--- src/rtl/nibble_serial_adder.sv ---
// -----------------------------------------------------------------------------
// nibble_serial_adder
//
// Multi-cycle WIDTH-bit adder. A single 4-bit carry-lookahead slice is reused
// once per cycle, least-significant nibble first. A registered carry links
// consecutive nibbles. The result is A + B + cin modulo 2^WIDTH, plus the carry
// out of the MSB and a signed-overflow flag. Only one operation is in flight at
// a time. Minimum initiation interval is N+2 cycles, where N = WIDTH/4.
//
// Parameters
//   WIDTH      operand/result width in bits; must be a multiple of 4 and >= 8
//
// Ports
//   clk        in   rising-edge clock
//   reset      in   synchronous, active-high reset
//   in_valid   in   a, b, cin valid
//   in_ready   out  block can accept operands (high only in IDLE)
//   a          in   operand A [WIDTH-1:0]
//   b          in   operand B [WIDTH-1:0]
//   cin        in   carry into bit 0
//   out_valid  out  sum, cout, ovf valid (high only in DONE)
//   out_ready  in   consumer takes the result
//   sum        out  A + B + cin, modulo 2^WIDTH
//   cout       out  carry out of bit WIDTH-1
//   ovf        out  signed (two's-complement) overflow flag
//
// Build option
//   NIBBLE_ADDER_OVF_EN
//     Defined:   ovf is computed and registered alongside cout.
//     Undefined: ovf is tied to 0 and the carry-into-MSB tracking is dropped.
//     The ovf port exists in both builds.
// -----------------------------------------------------------------------------
module nibble_serial_adder #(
    parameter int WIDTH = 16
) (
    input  logic             clk,
    input  logic             reset,
    input  logic             in_valid,
    output logic             in_ready,
    input  logic [WIDTH-1:0] a,
    input  logic [WIDTH-1:0] b,
    input  logic             cin,
    output logic             out_valid,
    input  logic             out_ready,
    output logic [WIDTH-1:0] sum,
    output logic             cout,
    output logic             ovf
);

    localparam int N  = WIDTH / 4;
    localparam int KW = (N > 1) ? $clog2(N) : 1;

    typedef enum logic [1:0] {
        IDLE = 2'd0,
        RUN  = 2'd1,
        DONE = 2'd2
    } state_e;

    // -------------------------------------------------------------------------
    // State and datapath registers
    // -------------------------------------------------------------------------
    state_e            state_q;
    logic [WIDTH-1:0]  a_q;
    logic [WIDTH-1:0]  b_q;
    logic [WIDTH-1:0]  sum_q;
    logic              carry_q;
    logic              cout_q;
    logic [KW-1:0]     k_q;
    logic              last_nibble;

`ifdef NIBBLE_ADDER_OVF_EN
    logic              ovf_q;
`endif

    // -------------------------------------------------------------------------
    // 4-bit carry-lookahead slice on nibble k of the latched operands
    // -------------------------------------------------------------------------
    logic [3:0] nib_a;
    logic [3:0] nib_b;
    logic [3:0] slice_g;
    logic [3:0] slice_p;
    logic [4:0] slice_c;
    logic [3:0] slice_s;

    // The nibble base index is k*4, formed by appending two zero bits.
    always_comb begin
        // NOTE: every variable written here gets a value on every path first, so
        // no latch can be inferred even if the body grows conditional branches.
        nib_a   = a_q[{k_q, 2'b00} +: 4];
        nib_b   = b_q[{k_q, 2'b00} +: 4];
        slice_g = nib_a & nib_b;
        slice_p = nib_a | nib_b;

        // Carries are expanded to two-level lookahead form rather than rippled,
        // so each c(i+1) depends only on g, p and the incoming carry.
        slice_c[0] = carry_q;
        slice_c[1] = slice_g[0]
                   | (slice_p[0] & carry_q);
        slice_c[2] = slice_g[1]
                   | (slice_p[1] & slice_g[0])
                   | (slice_p[1] & slice_p[0] & carry_q);
        slice_c[3] = slice_g[2]
                   | (slice_p[2] & slice_g[1])
                   | (slice_p[2] & slice_p[1] & slice_g[0])
                   | (slice_p[2] & slice_p[1] & slice_p[0] & carry_q);
        slice_c[4] = slice_g[3]
                   | (slice_p[3] & slice_g[2])
                   | (slice_p[3] & slice_p[2] & slice_g[1])
                   | (slice_p[3] & slice_p[2] & slice_p[1] & slice_g[0])
                   | (slice_p[3] & slice_p[2] & slice_p[1] & slice_p[0] & carry_q);

        slice_s = nib_a ^ nib_b ^ slice_c[3:0];
    end

    assign last_nibble = (k_q == KW'(N - 1));

    // -------------------------------------------------------------------------
    // Control FSM and result registers
    // -------------------------------------------------------------------------
    always_ff @(posedge clk) begin
        if (reset) begin
            // NOTE: the datapath registers are reset along with the FSM because
            // sum/cout/ovf are visible outputs with a defined post-reset value;
            // an in-flight operation is simply abandoned.
            state_q <= IDLE;
            a_q     <= '0;
            b_q     <= '0;
            sum_q   <= '0;
            carry_q <= 1'b0;
            cout_q  <= 1'b0;
            k_q     <= '0;
`ifdef NIBBLE_ADDER_OVF_EN
            ovf_q   <= 1'b0;
`endif
        end else begin
            // NOTE: non-blocking assignments throughout, so every register here
            // samples the pre-edge values of the others regardless of order.
            case (state_q)
                IDLE: begin
                    // in_ready is high in IDLE, so in_valid alone is a handshake.
                    if (in_valid) begin
                        a_q     <= a;
                        b_q     <= b;
                        carry_q <= cin;
                        k_q     <= '0;
                        state_q <= RUN;
                    end
                end

                RUN: begin
                    sum_q[{k_q, 2'b00} +: 4] <= slice_s;
                    carry_q                  <= slice_c[4];
                    if (last_nibble) begin
                        // Final nibble: slice_c[4] leaves bit WIDTH-1 and
                        // slice_c[3] enters it.
                        cout_q  <= slice_c[4];
`ifdef NIBBLE_ADDER_OVF_EN
                        ovf_q   <= slice_c[3] ^ slice_c[4];
`endif
                        k_q     <= '0;
                        state_q <= DONE;
                    end else begin
                        k_q     <= k_q + 1'b1;
                    end
                end

                DONE: begin
                    // Results stay frozen until the consumer takes them.
                    if (out_ready) begin
                        state_q <= IDLE;
                    end
                end

                default: begin
                    state_q <= IDLE;
                end
            endcase
        end
    end

    // -------------------------------------------------------------------------
    // Outputs: handshake flags decode the registered state only, so neither
    // depends combinationally on in_valid or out_ready.
    // -------------------------------------------------------------------------
    assign in_ready  = (state_q == IDLE);
    assign out_valid = (state_q == DONE);
    assign sum       = sum_q;
    assign cout      = cout_q;

`ifdef NIBBLE_ADDER_OVF_EN
    assign ovf       = ovf_q;
`else
    assign ovf       = 1'b0;
`endif

endmodule

--- config.mk ---
export PLATFORM = sky130hd
export DESIGN_NAME = nibble_serial_adder
export DESIGN_NICKNAME = d
export VERILOG_FILES = /design/src/rtl/nibble_serial_adder.sv
export SDC_FILE = /design/constraint.sdc
export NUM_CORES = 1
export LEC_CHECK = 0
export CAP_MARGIN = 20
export CORE_MARGIN = 1.5
export CORE_UTILIZATION = 53
export DETAILED_ROUTE_END_ITERATION = 8
export PLACE_DENSITY = 0.84
export SLEW_MARGIN = 10
export SYNTH_ARGS = -nofsm -noshare
export SYNTH_HDL_FRONTEND = slang
export SYNTH_SLANG_ARGS = --single-unit
export TNS_END_PERCENT = 5
--- constraint.sdc ---
create_clock -name clk -period 5.6 [get_ports clk]
set_input_delay 0.84 -clock clk [delete_from_list [all_inputs] [get_ports clk]]
set_output_delay 0.84 -clock clk [all_outputs]
set_load 0.02 [all_outputs]
==> impl_metrics.toml, run 1 <==
[outcome]
run_status = "completed"

[synthesis]
ys_types = 31
synth_edf_count = 0
syn_area_per_cell_sq_um = 8.54
synth_fp_nets = 343
yosys-top-cells-area = "dfxtp_1, nand2_1, a21oi_1"
yosys_warnings = 0
netlist_area_sq_um = 2480
synth_seq_cells = 54
yosys.area.top_type = "dfxtp_1"
ys_seq_area_share_pct = 43.6
ys_async_sr_fraction_pct = 0
synthCells = 290
synthDominantCellAreaShare_pct = 43.6
synth_flop_cell = "dfxtp_1"

[final_layout]
synthToLayoutAreaGrowth_pct = 27.4
drive_above_1_share_pct = 6.51
fin_cells = 390
antenna_cells = 0
nets = 390
fillers = 344
final_util_pct = 71.5

[floorplan]
die-area_sq_um = 5090
ios = 57
die_x_um = 71.4
fp-row-count = 24
coreArea_sq_um = 4410
chipHeight_um = 71.4
start_util_pct = 56.1

[power]
vdd_ir_drop_max_mv = 0.183
leakagePower_nw = 1.18
p_per_area_nw_per_um2 = 257

[critical_path]
cp.required_ns = 5.86
rrSetupSlack_ns = 2.87
cp.arrival_ns = 2.99
critical_path_class = "flop to flop"
r2r-end = "sum[2]$_SDFFE_PP0P_"
crit_path_end_kind = "flop"
path_max_fanout = 17
start_kind = "flop"
crit_path_start = "k_q[0]$_SDFFE_PP0P_"
r2r_start = "k_q[0]$_SDFFE_PP0P_"
rr_worst_depth = 8

[timing]
setup-tns-final_ns = 0
max-slew-margin-rel_pct = 30.9
layout_setup_ws_ns = 2.87
layout_min_cycle_time_ns = 2.73
worst_pin_slew_ns = 1.04
fin_skew_ns = 0.00926
setup_viol = 0
slew_violations = 0
period_share_pct = 48.8
hold_viol = 0
fin_hold_ws_ns = 0.458
grt_setup_unrepaired = "no"
fmax_mhz = 366

[placement]
dp_hpwl_um = 3580
dp_cells = 381
port_buffers = 55
gp_congestion = 0.758
place_ws_ns = 2.90

[routing]
vias = 2054
routed_wl_um = 5010
ant_nets = 0
drtIter0Drc = 114
firstDrtPassIters = 5
routedWlPerCell_um = 12.8
via_per_inst = 5.27
drc = 0

[clock_tree]
cts_buffers = 5
cts_sinks = 54
cts_tree = "built"
ctsHoldBuffers = 0
path_clk_slew_ns = 0.10
postCtsSetupBuffers = 0
cts_buffer_depth = 2
cts-root-buf = "clkbuf_8"
clock_latency_ns = 0.32
cts.repair.resized = 0
htree_levels = 2

[job]
drv_cap = 0

[global_route]
first_global_vias = 1954
antenna_found_initial = 0
grt_first_pass_wirelength_um = 8460
grtUsageTotal_pct = 21.1
overflow = 0
grt_start_max_net_pins = 52

[hold_path]
whs_path_depth = 2
hold_class = "flop to flop"
hold_end = "b_q[0]$_SDFFE_PP0P_"
min_from = "b_q[0]$_SDFFE_PP0P_"
==> layout by cell type, fill, tap and decap left out, types with 2 or more instances in the layout <==
cell,n
clkbuf_8,5
nor2b_1,3
clkdlybuf4s50_1,55
ha_1,15
nor3_1,4
nor4_2,2
dfxtp_1,54
nand3_1,5
a22oi_1,12
inv_1,16
nand2_1,74
nor2_1,16
o21ai_1,5
a21oi_1,41
mux4_2,8
nand2b_1,5
==> synthesized netlist by cell type, types with 2 or more instances <==
master,n
a21oi_1,41
a22oi_1,12
buf_2,5
buf_4,2
clkbuf_1,9
dfxtp_1,54
ha_1,15
inv_1,16
mux4_2,8
nand2_1,74
nand2b_1,5
nand3_1,5
nor2_1,16
nor2b_1,3
nor3_1,4
nor4_2,2
o21ai_1,5
==> how the worst max path moves through the flow <==
stage                                endpoint  slack, ns  depth (start not counted)
after global routing      sum[2]$_SDFFE_PP0P_       2.63                          8
final                     sum[2]$_SDFFE_PP0P_       2.87                          8
after floorplan           sum[2]$_SDFFE_PP0P_       3.34                          9
after CTS                 sum[2]$_SDFFE_PP0P_       2.87                          8
after detailed placement  sum[2]$_SDFFE_PP0P_       2.90                          8
after global placement    sum[2]$_SDFFE_PP0P_       2.97                          8
==> state kept, by name, indices dropped and copies added (netlist names) <==
| register | cells |
|---|---|
| a_q | 16 |
| sum | 16 |
| cout | 1 |
| carry_q | 1 |
| state_q | 2 |
| b_q | 16 |
| k_q | 2 |
==> worst max-delay path, stage by stage, from the launching register on <==
cell and delay, ns:
dfxtp_1 0.88, mux4_2 0.67, inv_1 0.09, ha_1 0.14, nor2b_1 0.06, o31ai_1 0.24, xnor2_1 0.31, a22oi_1 0.18
nor2_1 0.11
==> logic make-up (layout without fill, tap and decap cells) <==
logic type / count (synthesis) / in the layout / share of synthesized area [%]
flops: 54 / 54 / 43.6
mux: 8 / 8 / 7.27
fa+ha+maj: 16 / 16 / 8.38
compound gates: 62 / 62 / 14.1
buf+inv: 33 / 81 / 5.56
simple gates: 114 / 114 / 20.2
xor+xnor: 2 / 2 / 0.707
other cells: 1 / 1 / 0.151
==> cell type report <==
type	count	area, sq um	share of cell area [%]
timing repair buffer	57	573	18.2
multi-input combinational	203	1260	39.9
clock buffer	5	68.8	2.18
inverter	16	60.1	1.90
tap	52	65.1	2.06
sequential	54	1080	34.3
clock inverter	3	48.8	1.55
==> per-stage QoR <==
| step | power (W) | area (sq um) |
|---|---|---|
| detailed placement | 0.000546 | 3020 |
| global route | 0.000848 | 3160 |
| finish | 0.000811 | 3160 |
| CTS | 0.000813 | 3140 |
| floorplan | 0.000499 | 2480 |
| global placement | 0.000543 | 3020 |
==> metal layers <==
metal,up-vias,track usage (%),routed length [um]
li1,1056,-,-
met2,49,34.9,2380
met3,7,5.06,188
met1,942,26.6,2360
met5,-,0,0
met4,0,8.81,80
==> report_power, final <==
group          internal, W  switching (W)  leakage, nW
registers         0.000401      0.0000139        0.441
logic            0.0000600      0.0000634        0.688
clock network     0.000136       0.000136       0.0563
total             0.000598       0.000213         1.18
Note: power is estimated with default switching activity, not from simulation.
==> run 2: changes to the inputs <==
--- a/config.mk
+++ b/config.mk
@@ -7,9 +7,9 @@
 export LEC_CHECK = 0
 export CAP_MARGIN = 20
 export CORE_MARGIN = 1.5
-export CORE_UTILIZATION = 53
+export CORE_UTILIZATION = 45
 export DETAILED_ROUTE_END_ITERATION = 8
-export PLACE_DENSITY = 0.84
+export PLACE_DENSITY = 0.76
 export SLEW_MARGIN = 10
 export SYNTH_ARGS = -nofsm -noshare
 export SYNTH_HDL_FRONTEND = slang
==> constraint.sdc (replaced) <==
create_clock -name clk -period 2.4 [get_ports clk]
set_input_delay 0.36 -clock clk [delete_from_list [all_inputs] [get_ports clk]]
set_output_delay 0.36 -clock clk [all_outputs]
set_load 0.02 [all_outputs]
==> run 2 against run 1 <==
  * Combinational power increased by 150%
  * Sequential power up 130%
  * Via count increased by 0.29%
==> impl_metrics.toml, run 2 (synthesis results as in run 1) <==
[outcome]
run_status = "completed"

[critical_path]
rr_worst_depth = 9
r2r-end = "sum[2]$_SDFFE_PP0P_"
critical_path_class = "flop to flop"
cp.required_ns = 2.64
r2r_start = "k_q[0]$_SDFFE_PP0P_"
crit_path_end_kind = "flop"
crit_chain = "buf_12 -> mux4_2 -> inv_1 -> ha_1 -> nor2b_1 -> o31ai_1 -> xnor2_1 -> a22oi_1 -> nor2_1"
critPathBufInv = 2
critPathSlowestCell = "mux4_2"
max_stage_delay_ns = 0.57
start_kind = "flop"
path_max_fanout = 8
critical_path_depth = 9
rrSetupSlack_ns = 0.20
cp.arrival_ns = 2.44
cp_top_family = "multiplexers"

[final_layout]
fin_cells = 412
synthToLayoutAreaGrowth_pct = 29.5
final_common_cell = "nand2_1"
nets = 394
layout_common_cells = "nand2_1, clkdlybuf4s50_1, dfxtp_1, a21oi_1"
drive_above_1_share_pct = 7.60
antenna_cells = 0

[global_route]
grtUsageTotal_pct = 18.7
use_met2_pct = 32.1
first_global_vias = 1982
overflow = 0
grt_first_pass_wirelength_um = 8960
use_met3_pct = 4.05
grt_use_met1_pct = 23.7
antenna_found_initial = 0
busiest_layer = "met2"
grt_start_max_net_pins = 51

[timing]
hold_viol = 0
slew_violations = 0
grt_setup_unrepaired = "yes"
fin_skew_ns = 0.0115
layout_min_cycle_time_ns = 2.20
setup_viol = 0
max-slew-margin-rel_pct = 58.3
worst_pin_slew_ns = 0.624
fin_hold_ws_ns = 0.459
period_share_pct = 91.7
fmax_mhz = 455

[hold_path]
whs_path_depth = 2
min_from = "a_q[5]$_SDFFE_PP0P_"
hold_end = "a_q[5]$_SDFFE_PP0P_"
hold_class = "flop to flop"

[power]
p_seq_share_pct = 51.3
clkPwrFrac_pct = 32.4
p_comb_share_pct = 16.3
p_per_area_nw_per_um2 = 583
sw_frac_of_total_pct = 25.5
vdd_ir_drop_max_mv = 0.348
internal_power_w = 0.00139
leakagePower_nw = 1.20
p_sw_w = 0.000477

[placement]
gp_congestion = 0.845
dp_cells = 404
port_buffers = 55
dp_hpwl_um = 3780

[clock_tree]
cts_buffers = 5
cts-root-buf = "clkbuf_8"
cts_buffer_depth = 2
path_clk_slew_ns = 0.10
clock_latency_ns = 0.31
postCtsSetupBuffers = 0
cts_sinks = 54
htree_levels = 2
cts_tree = "built"

[routing]
firstDrtPassIters = 4
drc = 0
routed_wl_um = 5180
ant_nets = 0
routedWlPerCell_um = 12.6
via_per_inst = 5.00
drtIter0Drc = 63
vias = 2060

[floorplan]
start_util_pct = 47.6
ios = 57
coreArea_sq_um = 5200
chipHeight_um = 77.2
die_x_um = 77.2
die-area_sq_um = 5960
fp-row-count = 26

[job]
drv_cap = 0
run 2: area by class of cell:
class                      instances  area (sq um)
clock inverter                     2          37.5
inverter                          16          60.1
fill                             469          2000
tap                               70          87.6
clock buffer                       6          72.6
multi-input combinational        203          1260
timing repair buffer              61           608
sequential                        54          1080
run 2: how the worst max path moves through the flow:
| stage | slack, ns | start | to |
|---|---|---|---|
| finish | 0.20 | k_q[0]$_SDFFE_PP0P_ | sum[2]$_SDFFE_PP0P_ |
| floorplan | 0.14 | k_q[0]$_SDFFE_PP0P_ | sum[2]$_SDFFE_PP0P_ |
| global route | -0.003 | k_q[0]$_SDFFE_PP0P_ | sum[14]$_SDFFE_PP0P_ |
| detailed placement | 0.20 | k_q[0]$_SDFFE_PP0P_ | sum[14]$_SDFFE_PP0P_ |
| CTS | 0.19 | k_q[0]$_SDFFE_PP0P_ | sum[14]$_SDFFE_PP0P_ |
| global placement | 0.26 | k_q[0]$_SDFFE_PP0P_ | sum[2]$_SDFFE_PP0P_ |
run 2: power groups by stage:
stage	registers, W	clock network, W	logic (W)
floorplan	0.000979	0	0.000186
global placement	0.000981	0	0.000299
detailed placement	0.000982	0	0.000305
CTS	0.000961	0.000614	0.000306
global route	0.000966	0.000656	0.000339
finish	0.000961	0.000606	0.000305
run 2: repair_timing:
action                                  4_1_cts  5_1_grt
gates resized for setup                       0        1
hold buffers                                  0        0
endpoints found under the setup margin        0        2
run 2: per-layer routing:
metal	up-vias	wire length (um)
li1	1066	-
met1	940	2410
met2	49	2530
met3	5	198
met4	0	52
met5	-	0
run 2: worst register-to-register path: stages (launching register included):
cell and delay, ns:
dfxtp_1 0.38, buf_12 0.15, mux4_2 0.57, inv_1 0.09
ha_1 0.14, nor2b_1 0.05, o31ai_1 0.24, xnor2_1 0.27
a22oi_1 0.15, nor2_1 0.10
run 2: stage by stage:
step	setup WS, ns	cell area (sq um)	setup TNS (ns)	power [W]	util (%)
after floorplan	0.138	2480	0	0.00116	-
after global placement	0.261	3100	0	0.00128	59.5
after detailed placement	0.195	3100	0	0.00129	59.5
after CTS	0.185	3210	0	0.00188	61.6
after global routing	-0.00279	3210	-0.00279	0.00196	61.7
final	0.200	3210	0	0.00187	61.7
==> run 3: changes to the inputs <==
--- a/config.mk
+++ b/config.mk
@@ -9,6 +9,7 @@
 export CORE_MARGIN = 1.5
 export CORE_UTILIZATION = 45
 export DETAILED_ROUTE_END_ITERATION = 8
+export GPL_TIMING_DRIVEN = 0
 export PLACE_DENSITY = 0.76
 export SLEW_MARGIN = 10
 export SYNTH_ARGS = -nofsm -noshare
==> run 3 against run 2 <==
  * Register-to-register slack about the same
  * Sequential cell count is the same
  * Final cell count increased by 2.7%
  * Setup slack better by 0.0037 ns
  * Power shrank 5.4%
==> impl_metrics.toml, run 3 (synthesis results as in run 1) <==
[timing]
fin_skew_ns = 0.00857
grt_setup_unrepaired = "no"
hold_viol = 0
worst_pin_slew_ns = 0.524
period_share_pct = 91.5
layout_min_cycle_time_ns = 2.20
setup_viol = 0
fmax_mhz = 455
fin_hold_ws_ns = 0.459
slew_violations = 0
max-slew-margin-rel_pct = 65.1

[critical_path]
cp.required_ns = 2.65
crit_path_end_kind = "flop"
cp.arrival_ns = 2.45
max_stage_delay_ns = 0.58
start_kind = "flop"
path_max_fanout = 10
critPathSlowestCell = "mux4_2"
crit_chain = "buf_6 -> mux4_2 -> fa_1 -> xor2_2 -> a22oi_1 -> nor2_1"
critical_path_class = "flop to flop"

[final_layout]
final_common_cell = "nand2_1"
design_area_sq_um = 3240
drive_above_1_share_pct = 9.63
synthToLayoutAreaGrowth_pct = 30.7
nets = 406
fin_cells = 423
fillers = 466
antenna_cells = 0
layout_common_cells = "nand2_1, clkdlybuf4s50_1, dfxtp_1, a21oi_1"

[clock_tree]
cts_sinks = 54
cts_tree = "built"
htree_levels = 2
cts_buffer_depth = 2
ctsHoldBuffers = 0
cts_buffers = 5
clock_latency_ns = 0.31
path_clk_slew_ns = 0.09
cts-root-buf = "clkbuf_8"

[routing]
vias = 2166
drc = 0
firstDrtPassIters = 4
drtIter0Drc = 90
routedWlPerCell_um = 13.1
routed_wl_um = 5550
ant_nets = 0
via_per_inst = 5.12

[power]
vdd_ir_drop_max_mv = 0.302
leakagePower_nw = 1.21
p_per_area_nw_per_um2 = 547

[floorplan]
chipHeight_um = 77.2
coreArea_sq_um = 5200
die-area_sq_um = 5960
ios = 57
start_util_pct = 47.6
die_x_um = 77.2
fp-row-count = 26

[placement]
dp_hpwl_um = 4180
dp_cells = 414
port_buffers = 54
gp_congestion = 0.868
place_area_sq_um = 3110

[global_route]
grt_first_pass_wirelength_um = 9710
antenna_found_initial = 0
grtUsageTotal_pct = 20.4
grt_start_max_net_pins = 16
overflow = 0
first_global_vias = 2110

[job]
drv_cap = 0

[outcome]
run_status = "completed"

[hold_path]
hold_class = "flop to flop"
-- run 3: final timing paths --
kind / start / endpoint / slack, ns / depth (start not counted)
worst min register to register: sum[7]$_SDFFE_PP0P_ / sum[7]$_SDFFE_PP0P_ / 0.46 / 2
worst max-delay path: k_q[0]$_SDFFE_PP0P_ / sum[1]$_SDFFE_PP0P_ / 0.20 / 6
worst min-delay path: sum[7]$_SDFFE_PP0P_ / sum[7]$_SDFFE_PP0P_ / 0.46 / 2
worst max register to register: k_q[0]$_SDFFE_PP0P_ / sum[1]$_SDFFE_PP0P_ / 0.20 / 6
-- run 3: layout make-up --
| type | count | area (sq um) | area share (%) |
|---|---|---|---|
| Clock buffer | 6 | 72.6 | 2.24 |
| Multi-Input combinational cell | 203 | 1290 | 39.7 |
| Clock inverter | 1 | 7.51 | 0.232 |
| Timing Repair Buffer | 56 | 556 | 17.2 |
| Inverter | 16 | 60.1 | 1.86 |
| Tap cell | 70 | 87.6 | 2.71 |
| Buffer | 17 | 82.6 | 2.55 |
| Sequential cell | 54 | 1080 | 33.5 |
-- run 3: per-stage QoR --
stage	power (W)	utilization [%]	setup TNS, ns	worst slack [ns]
floorplan	0.00116	-	0	0.138
global placement	0.00128	59.7	-1.61	-0.182
detailed placement	0.00129	59.7	-2.27	-0.230
CTS	0.00177	61.7	0	0.0132
global route	0.00185	62.2	0	0.0719
finish	0.00177	62.2	0	0.204
-- run 3: routing by layer --
layer | vias to the layer above | wire (um) | track usage (%)
met4 | 0 | 58 | 6.55
met3 | 6 | 293 | 4.52
met2 | 61 | 2780 | 34.8
met5 | - | 0 | 0
met1 | 1010 | 2420 | 25.5
li1 | 1089 | - | -
-- run 3: what timing repair did --
| action | in CTS | in global routing |
|---|---|---|
| setup endpoints to repair | 18 | 14 |
| buffers inserted | 0 | 2 |
| pin swaps | 0 | 0 |
| gates resized for setup | 6 | 3 |
-- run 3: where the power goes --
| group | leakage [nW] | total [W] | switching [W] | internal (W) |
|---|---|---|---|---|
| Clock | 0.0373 | 0.000487 | 0.000286 | 0.000201 |
| Sequential | 0.441 | 0.000959 | 0.0000234 | 0.000936 |
| Combinational | 0.736 | 0.000325 | 0.000171 | 0.000154 |
-- run 3: critical path, delay by kind of cell (launching register included) --
family / cells / cell delay [ns]
DFF: 1 / 0.39
muxes: 1 / 0.58
and+or+nand+nor: 1 / 0.09
buffers and inverters: 1 / 0.17
xor gates and xnor gates: 1 / 0.30
adders and majority gates: 1 / 0.46
AOI/OAI and AO/OA: 1 / 0.14
